File: config.mk
export PLATFORM = sky130hd
export DESIGN_NAME = bridge_to_mem_serializer
export DESIGN_NICKNAME = d
export VERILOG_FILES = /design/src/rtl/loader_pkg.sv /design/src/rtl/sync_word_fifo.sv /design/src/rtl/bridge_to_mem_serializer.sv
export SDC_FILE = /design/constraint.sdc
export NUM_CORES = 1
export LEC_CHECK = 0
export ABC_AREA = 1
export BUFFER_PORTS_ARGS = -buffer_cell sky130_fd_sc_hd__buf_2
export CAP_MARGIN = 5
export CORE_MARGIN = 4
export CORE_UTILIZATION = 25
export DETAILED_ROUTE_END_ITERATION = 7
export PLACE_DENSITY_LB_ADDON = 0.08
export SYNTH_ARGS = -nofsm -noshare
export SYNTH_HDL_FRONTEND = slang
export SYNTH_SLANG_ARGS = --single-unit
File: constraint.sdc
create_clock -name clk -period 5.2 [get_ports clk]
set_input_delay 1.3 -clock clk [delete_from_list [all_inputs] [get_ports clk]]
set_output_delay 1.3 -clock clk [all_outputs]
set_load 0.01 [all_outputs]
File: src/rtl/loader_pkg.sv
// Shared types and helpers for the bridge-to-memory loader path.
package loader_pkg;

    typedef enum logic {
        IDLE = 1'b0,
        SEND = 1'b1
    } ser_state_t;

    typedef struct packed {
        logic [31:0] addr;
        logic [31:0] data;
    } bridge_word_t;

    // Number of memory beats needed to replay one 32-bit bridge word.
    function automatic int beats_for_width(input int out_width);
        return 32 / out_width;
    endfunction

    // Reverse the four bytes of a word (used by the optional swap path).
    function automatic logic [31:0] byte_swap(input logic [31:0] d);
        return {d[7:0], d[15:8], d[23:16], d[31:24]};
    endfunction

endpackage

File: src/rtl/sync_word_fifo.sv
// Single-clock show-ahead FIFO: the head entry is always visible on pop_data.
// A push while full is accepted when a pop happens on the same edge.
module sync_word_fifo #(
    parameter int WIDTH = 64,
    parameter int DEPTH = 4
) (
    input  logic                     clk,
    input  logic                     reset,
    input  logic                     push,
    input  logic [WIDTH-1:0]         push_data,
    input  logic                     pop,
    output logic [WIDTH-1:0]         pop_data,
    output logic                     full,
    output logic                     empty,
    output logic [$clog2(DEPTH):0]   count
);
    localparam int AW = $clog2(DEPTH);

    logic [WIDTH-1:0] mem [DEPTH];
    logic [AW-1:0]    wr_ptr;
    logic [AW-1:0]    rd_ptr;
    logic             push_ok;
    logic             pop_ok;

    assign full     = (count == (AW + 1)'(DEPTH));
    assign empty    = (count == '0);
    assign pop_ok   = pop && !empty;
    assign push_ok  = push && (!full || pop_ok);
    assign pop_data = mem[rd_ptr];

    // Storage array; contents need no reset since count gates visibility.
    always_ff @(posedge clk) begin
        if (push_ok) mem[wr_ptr] <= push_data;
    end

    // Pointers and occupancy; pointers wrap naturally as DEPTH is a power of 2.
    always_ff @(posedge clk or posedge reset) begin
        if (reset) begin
            wr_ptr <= '0;
            rd_ptr <= '0;
            count  <= '0;
        end else begin
            if (push_ok) wr_ptr <= wr_ptr + 1'b1;
            if (pop_ok)  rd_ptr <= rd_ptr + 1'b1;
            case ({push_ok, pop_ok})
                2'b10:   count <= count + 1'b1;
                2'b01:   count <= count - 1'b1;
                default: count <= count;
            endcase
        end
    end

endmodule

File: src/rtl/bridge_to_mem_serializer.sv
// Buffers 32-bit bridge writes and replays each as 32/OUT_WIDTH narrow beats
// with incrementing byte addresses, honouring mem_ready backpressure.
// Optional: define BRIDGE_SER_BYTE_SWAP_EN to add a per-word swap_bytes input.
module bridge_to_mem_serializer
    import loader_pkg::*;
#(
    parameter int          OUT_WIDTH  = 8,
    parameter logic [31:0] VALID_BITS = 32'hFFFF_FFFF,
    parameter int          FIFO_DEPTH = 4,
    parameter bit          MSB_FIRST  = 1'b1
) (
    input  logic                 clk,
    input  logic                 reset,
    input  logic [31:0]          bridge_addr,
    input  logic [31:0]          bridge_wr_data,
    input  logic                 bridge_wr,
`ifdef BRIDGE_SER_BYTE_SWAP_EN
    input  logic                 swap_bytes,
`endif
    output logic [31:0]          mem_address,
    output logic [OUT_WIDTH-1:0] mem_data,
    output logic                 mem_wr,
    input  logic                 mem_ready,
    output logic                 busy,
    output logic                 overflow
);
    localparam int BEATS = beats_for_width(OUT_WIDTH);
    localparam int STEP  = OUT_WIDTH / 8;
    localparam int CNT_W = (BEATS > 1) ? $clog2(BEATS) : 1;
    localparam int SHIFT = (BEATS > 1) ? OUT_WIDTH : 0;
    localparam int CW    = $clog2(FIFO_DEPTH) + 1;
`ifdef BRIDGE_SER_BYTE_SWAP_EN
    localparam int ENTRY_W = 65;
`else
    localparam int ENTRY_W = 64;
`endif

    ser_state_t         state, state_next;
    bridge_word_t       in_word, head_word;
    logic [ENTRY_W-1:0] fifo_in, fifo_out;
    logic [31:0]        load_data;
    logic [31:0]        shreg;
    logic [CNT_W-1:0]   beat_cnt;
    logic [CW-1:0]      fifo_count;
    logic               fifo_full, fifo_empty;
    logic               valid_addr, push_req;
    logic               pop, load, shift;

    assign in_word.addr = bridge_addr;
    assign in_word.data = bridge_wr_data;

`ifdef BRIDGE_SER_BYTE_SWAP_EN
    // Swap request travels with the word so it applies to what was pushed.
    assign fifo_in   = {swap_bytes, in_word};
    assign head_word = fifo_out[63:0];
    assign load_data = fifo_out[64] ? byte_swap(head_word.data) : head_word.data;
`else
    assign fifo_in   = in_word;
    assign head_word = fifo_out;
    assign load_data = head_word.data;
`endif

    assign valid_addr = ((bridge_addr & ~VALID_BITS) == 32'h0);
    assign push_req   = bridge_wr && valid_addr;

    sync_word_fifo #(
        .WIDTH (ENTRY_W),
        .DEPTH (FIFO_DEPTH)
    ) u_fifo (
        .clk       (clk),
        .reset     (reset),
        .push      (push_req),
        .push_data (fifo_in),
        .pop       (pop),
        .pop_data  (fifo_out),
        .full      (fifo_full),
        .empty     (fifo_empty),
        .count     (fifo_count)
    );

    // State register; reset drops mem_wr immediately since mem_wr decodes state.
    always_ff @(posedge clk or posedge reset) begin
        if (reset) state <= IDLE;
        else       state <= state_next;
    end

    // Next state and datapath controls; back-to-back words reload without a bubble.
    always_comb begin
        state_next = state;
        pop        = 1'b0;
        load       = 1'b0;
        shift      = 1'b0;
        case (state)
            IDLE: begin
                if (!fifo_empty) begin
                    pop        = 1'b1;
                    load       = 1'b1;
                    state_next = SEND;
                end
            end
            SEND: begin
                if (mem_ready) begin
                    if (beat_cnt != '0) begin
                        shift = 1'b1;
                    end else if (!fifo_empty) begin
                        pop  = 1'b1;
                        load = 1'b1;
                    end else begin
                        state_next = IDLE;
                    end
                end
            end
            default: state_next = IDLE;
        endcase
    end

    // Beat datapath: load a new word or advance one lane; otherwise hold.
    always_ff @(posedge clk or posedge reset) begin
        if (reset) begin
            shreg       <= '0;
            mem_address <= '0;
            beat_cnt    <= '0;
        end else if (load) begin
            shreg       <= load_data;
            mem_address <= head_word.addr;
            beat_cnt    <= CNT_W'(BEATS - 1);
        end else if (shift) begin
            shreg       <= MSB_FIRST ? (shreg << SHIFT) : (shreg >> SHIFT);
            mem_address <= mem_address + 32'(STEP);
            beat_cnt    <= beat_cnt - 1'b1;
        end
    end

    // Sticky flag for a valid write lost to a full FIFO with no pop that edge.
    always_ff @(posedge clk or posedge reset) begin
        if (reset)                               overflow <= 1'b0;
        else if (push_req && fifo_full && !pop)  overflow <= 1'b1;
    end

    generate
        if (MSB_FIRST) begin : g_msb
            assign mem_data = shreg[31 -: OUT_WIDTH];
        end else begin : g_lsb
            assign mem_data = shreg[OUT_WIDTH-1:0];
        end
    endgenerate

    assign mem_wr = (state == SEND);
    assign busy   = (fifo_count != '0) || (state == SEND);

endmodule

==> results_dict.tcl <==
set metrics [dict create \
    ys_types 39 \
    power.total_mw 9.92 \
    ys_seq_area_share_pct 68.3 \
    drc 0 \
    met3_usage_pct 2.82 \
    whs_ns 0.469 \
    dr.pass1.iters 5 \
    ff_latch_area_mm2 0.00957 \
    drt-total-wl_um 41200 \
    area_growth_pct 18.0 \
    cts_buffers 40 \
    antenna_found_initial 7 \
    gp_congestion 0.748 \
    yosys_warnings 0 \
    grt_util_met1_pct 20.0 \
    grt_max_degree 68 \
    clk_path_buf_depth 3 \
    cts_tree "yes" \
    min_period_over_period_pct 63.7 \
    finalHoldViolations 0 \
    die_area_mm2 0.0598 \
    maxCapViolations 0 \
    wl_per_cell_um 19.3 \
    ys_ff_latch 331 \
    multi_input_area_mm2 0.00376 \
    arrival_ns 3.76 \
    start_kind "primary input" \
    dpl_cell_area_mm2 0.0153 \
    cp_num_buf_inv 2 \
    powerDensity_mw_per_mm2 600 \
    grt_first_pass_wirelength_um 62400 \
    fill_cells 5774 \
    finalSetupViolCount 0 \
    setup_tns_ns 0 \
    syn_area_mm2 0.0140 \
    clock_skew_ns 0.0261 \
    cts.sinks 331 \
    num_vias 9441 \
    initial_core_util_pct 25.3 \
    use_met2_pct 20.8 \
    p_leak_nw 6.09 \
    dp_slack_ns 1.26 \
    avgViaCountPerCell 4.42 \
    rows 86 \
    max_freq_ghz 0.302 \
    drive_gt1_share_pct 15.5 \
    cts-root-buf "clkbuf_16" \
    critical_path.cell_chain "buf_2 -> nand2_1 -> nand2_2 -> nand2_2 -> nand2_4 -> inv_4 -> nor2_1 -> o21ai_1 -> nand2_1" \
    cts_resized 0 \
    top_usage_layer "met2" \
    finalCriticalPeriod_ns 3.31 \
    crit_type "in -> reg" \
    die_h_um 245 \
    nets 1429 \
    cp-end-kind "flip-flop" \
    insertion_delay_ns 0.57 \
    io_pins 111 \
    postCtsHoldBufs 0 \
    h-tree-depth 2 \
    final_area_mm2 0.0165 \
    crit_slowest_cell "nand2_2" \
    die_x_um 245 \
    dp_hpwl_um 25500 \
    portBuffers 110 \
    grt.total_usage_pct 13.8 \
    worst_slew_pin_slew_ns 0.901 \
    setup_ws_ns 1.89 \
    post_cts_buffers 0 \
    finalMaxSlewViolations 0 \
    crit_family "simple AND/OR/NAND/NOR gates" \
    syn_nets 1334 \
    hold_path_class "reg -> reg" \
    ir_worst_vdd_mv 0.196 \
    netlist_instances 1259 \
    drtIter0Drc 607 \
    coreArea_mm2 0.0553 \
    avgSynthCellArea_um2 11.1 \
    postRouteAntennaNets 0 \
    clk_pin_slew_ns 0.05 \
    outcome "completed" \
    cp.required_ns 5.65 \
    slowest_delay_ns 0.64 \
    cp_max_fo 51 \
    first_global_vias 9428 \
    grt_overflow_total 0 \
    rsz0062_at_grt "false" \
    slew_headroom_pct 39.9 \
]
worst paths after layout:
kind                                                to  slack [ns]               startpoint  cells after the start
max                        mem_address[17]$_DFFE_PP0P_        1.89                mem_ready                      9
min                               overflow$_DFFE_PP0P_        0.47     overflow$_DFFE_PP0P_                      1
max reg2reg                mem_address[17]$_DFFE_PP0P_        2.10  beat_cnt[0]$_DFFE_PP0P_                     10
min reg2reg                       overflow$_DFFE_PP0P_        0.47     overflow$_DFFE_PP0P_                      1
max in group asynchronous        shreg[28]$_DFFE_PP0P_        3.33                    reset                      3
min in group asynchronous  u_fifo.count[0]$_DFFE_PP0P_        0.88                    reset                      2
state kept, by name (all words and copies together), names as in the netlist:
register / cells
beat_cnt: 2
mem_address: 32
mem_wr: 1
overflow: 1
shreg: 32
u_fifo.count: 3
u_fifo.mem: 256
u_fifo.rd_ptr: 2
u_fifo.wr_ptr: 2
cells by family after synthesis:
family          share of synthesized area (%)
buf+inv                                  5.03
compound gates                           11.5
xor+xnor                                0.563
flops                                    68.3
fa+ha+maj                               0.679
simple gates                             13.9
layer usage:
layer / vias to the layer above / part of all wire (%) / wire length [um]
met4: 2 / 2.1 / 863
met2: 184 / 44 / 18100
met3: 60 / 4.6 / 1890
li1: 4577 / - / -
met5: - / 0.032 / 13
met1: 4618 / 49 / 20300
stage by stage:
| stage | instances | util (%) |
|---|---|---|
| 5_1_grt | 2134 | 29.9 |
| 6_report | 2136 | 29.9 |
| 4_1_cts | 2133 | 29.9 |
| 2_1_floorplan | 1259 | - |
| 3_3_place_gp | 2060 | 27.6 |
| 3_5_place_dp | 2060 | 27.6 |
synth_stat cells:
master	instances	area, um^2
o21ai_1	10	50.1
nand3b_1	3	22.5
nor2_4	8	90.1
a21oi_1	42	210
clkinv_2	1	5.00
a22oi_1	2	15.0
buf_4	12	90.1
dfrtp_1	75	1880
o21ai_0	151	756
buf_8	1	15.0
nand3_1	33	165
nand2_1	194	728
nand2_2	7	43.8
inv_1	73	274
clkbuf_8	1	13.8
inv_2	5	18.8
buf_6	3	33.8
xnor2_1	1	8.76
nor2_2	1	6.26
nor3_1	1	5.00
nand2_4	2	22.5
nand4_1	4	25.0
inv_4	1	6.26
or2_2	1	6.26
nor2_1	220	826
xor2_1	8	70.1
buf_2	33	165
a31oi_1	1	6.26
clkbuf_1	22	82.6
nand3_2	1	10.0
o211ai_1	14	105
o21ai_4	1	16.3
a21o_1	1	7.51
ha_1	6	75.1
a211oi_1	1	7.51
o221ai_1	18	158
edfxtp_1	256	7690
o22ai_1	44	275
fa_1	1	20.0
area by class of cell:
| type | count | share of cell area, % |
|---|---|---|
| diodes | 3 | 0.0454 |
| clock buffers | 49 | 6.32 |
| clock inverters | 24 | 1.16 |
| inverters | 80 | 1.86 |
| multi-input cells | 776 | 22.8 |
| flip-flops and latches | 331 | 57.9 |
| well taps | 748 | 5.67 |
| repair buffers | 125 | 4.24 |
cell usage in the layout, fill, tap and decap left out, drive strengths merged, types with 2 or more instances in the layout:
cell    netlist  layout
a21oi        42      42
a22oi         2       2
buf          49     125
bufinv        0       2
clkbuf       23      49
clkinv        1      22
dfrtp        75      75
diode         0       3
edfxtp      256     256
ha            6       6
inv          79      80
nand2       203     203
nand3        34      34
nand3b        3       3
nand4         4       4
nor2        229     229
o211ai       14      14
o21ai       162     162
o221ai       18      18
o22ai        44      44
xor2          8       8
power breakdown:
group	switching (mW)	internal [mW]	total, mW
Clock	1.11	1.54	2.65
Combinational	2.32	0.930	3.25
Sequential	0.441	3.57	4.01
Power figures use the tool's default switching activity.
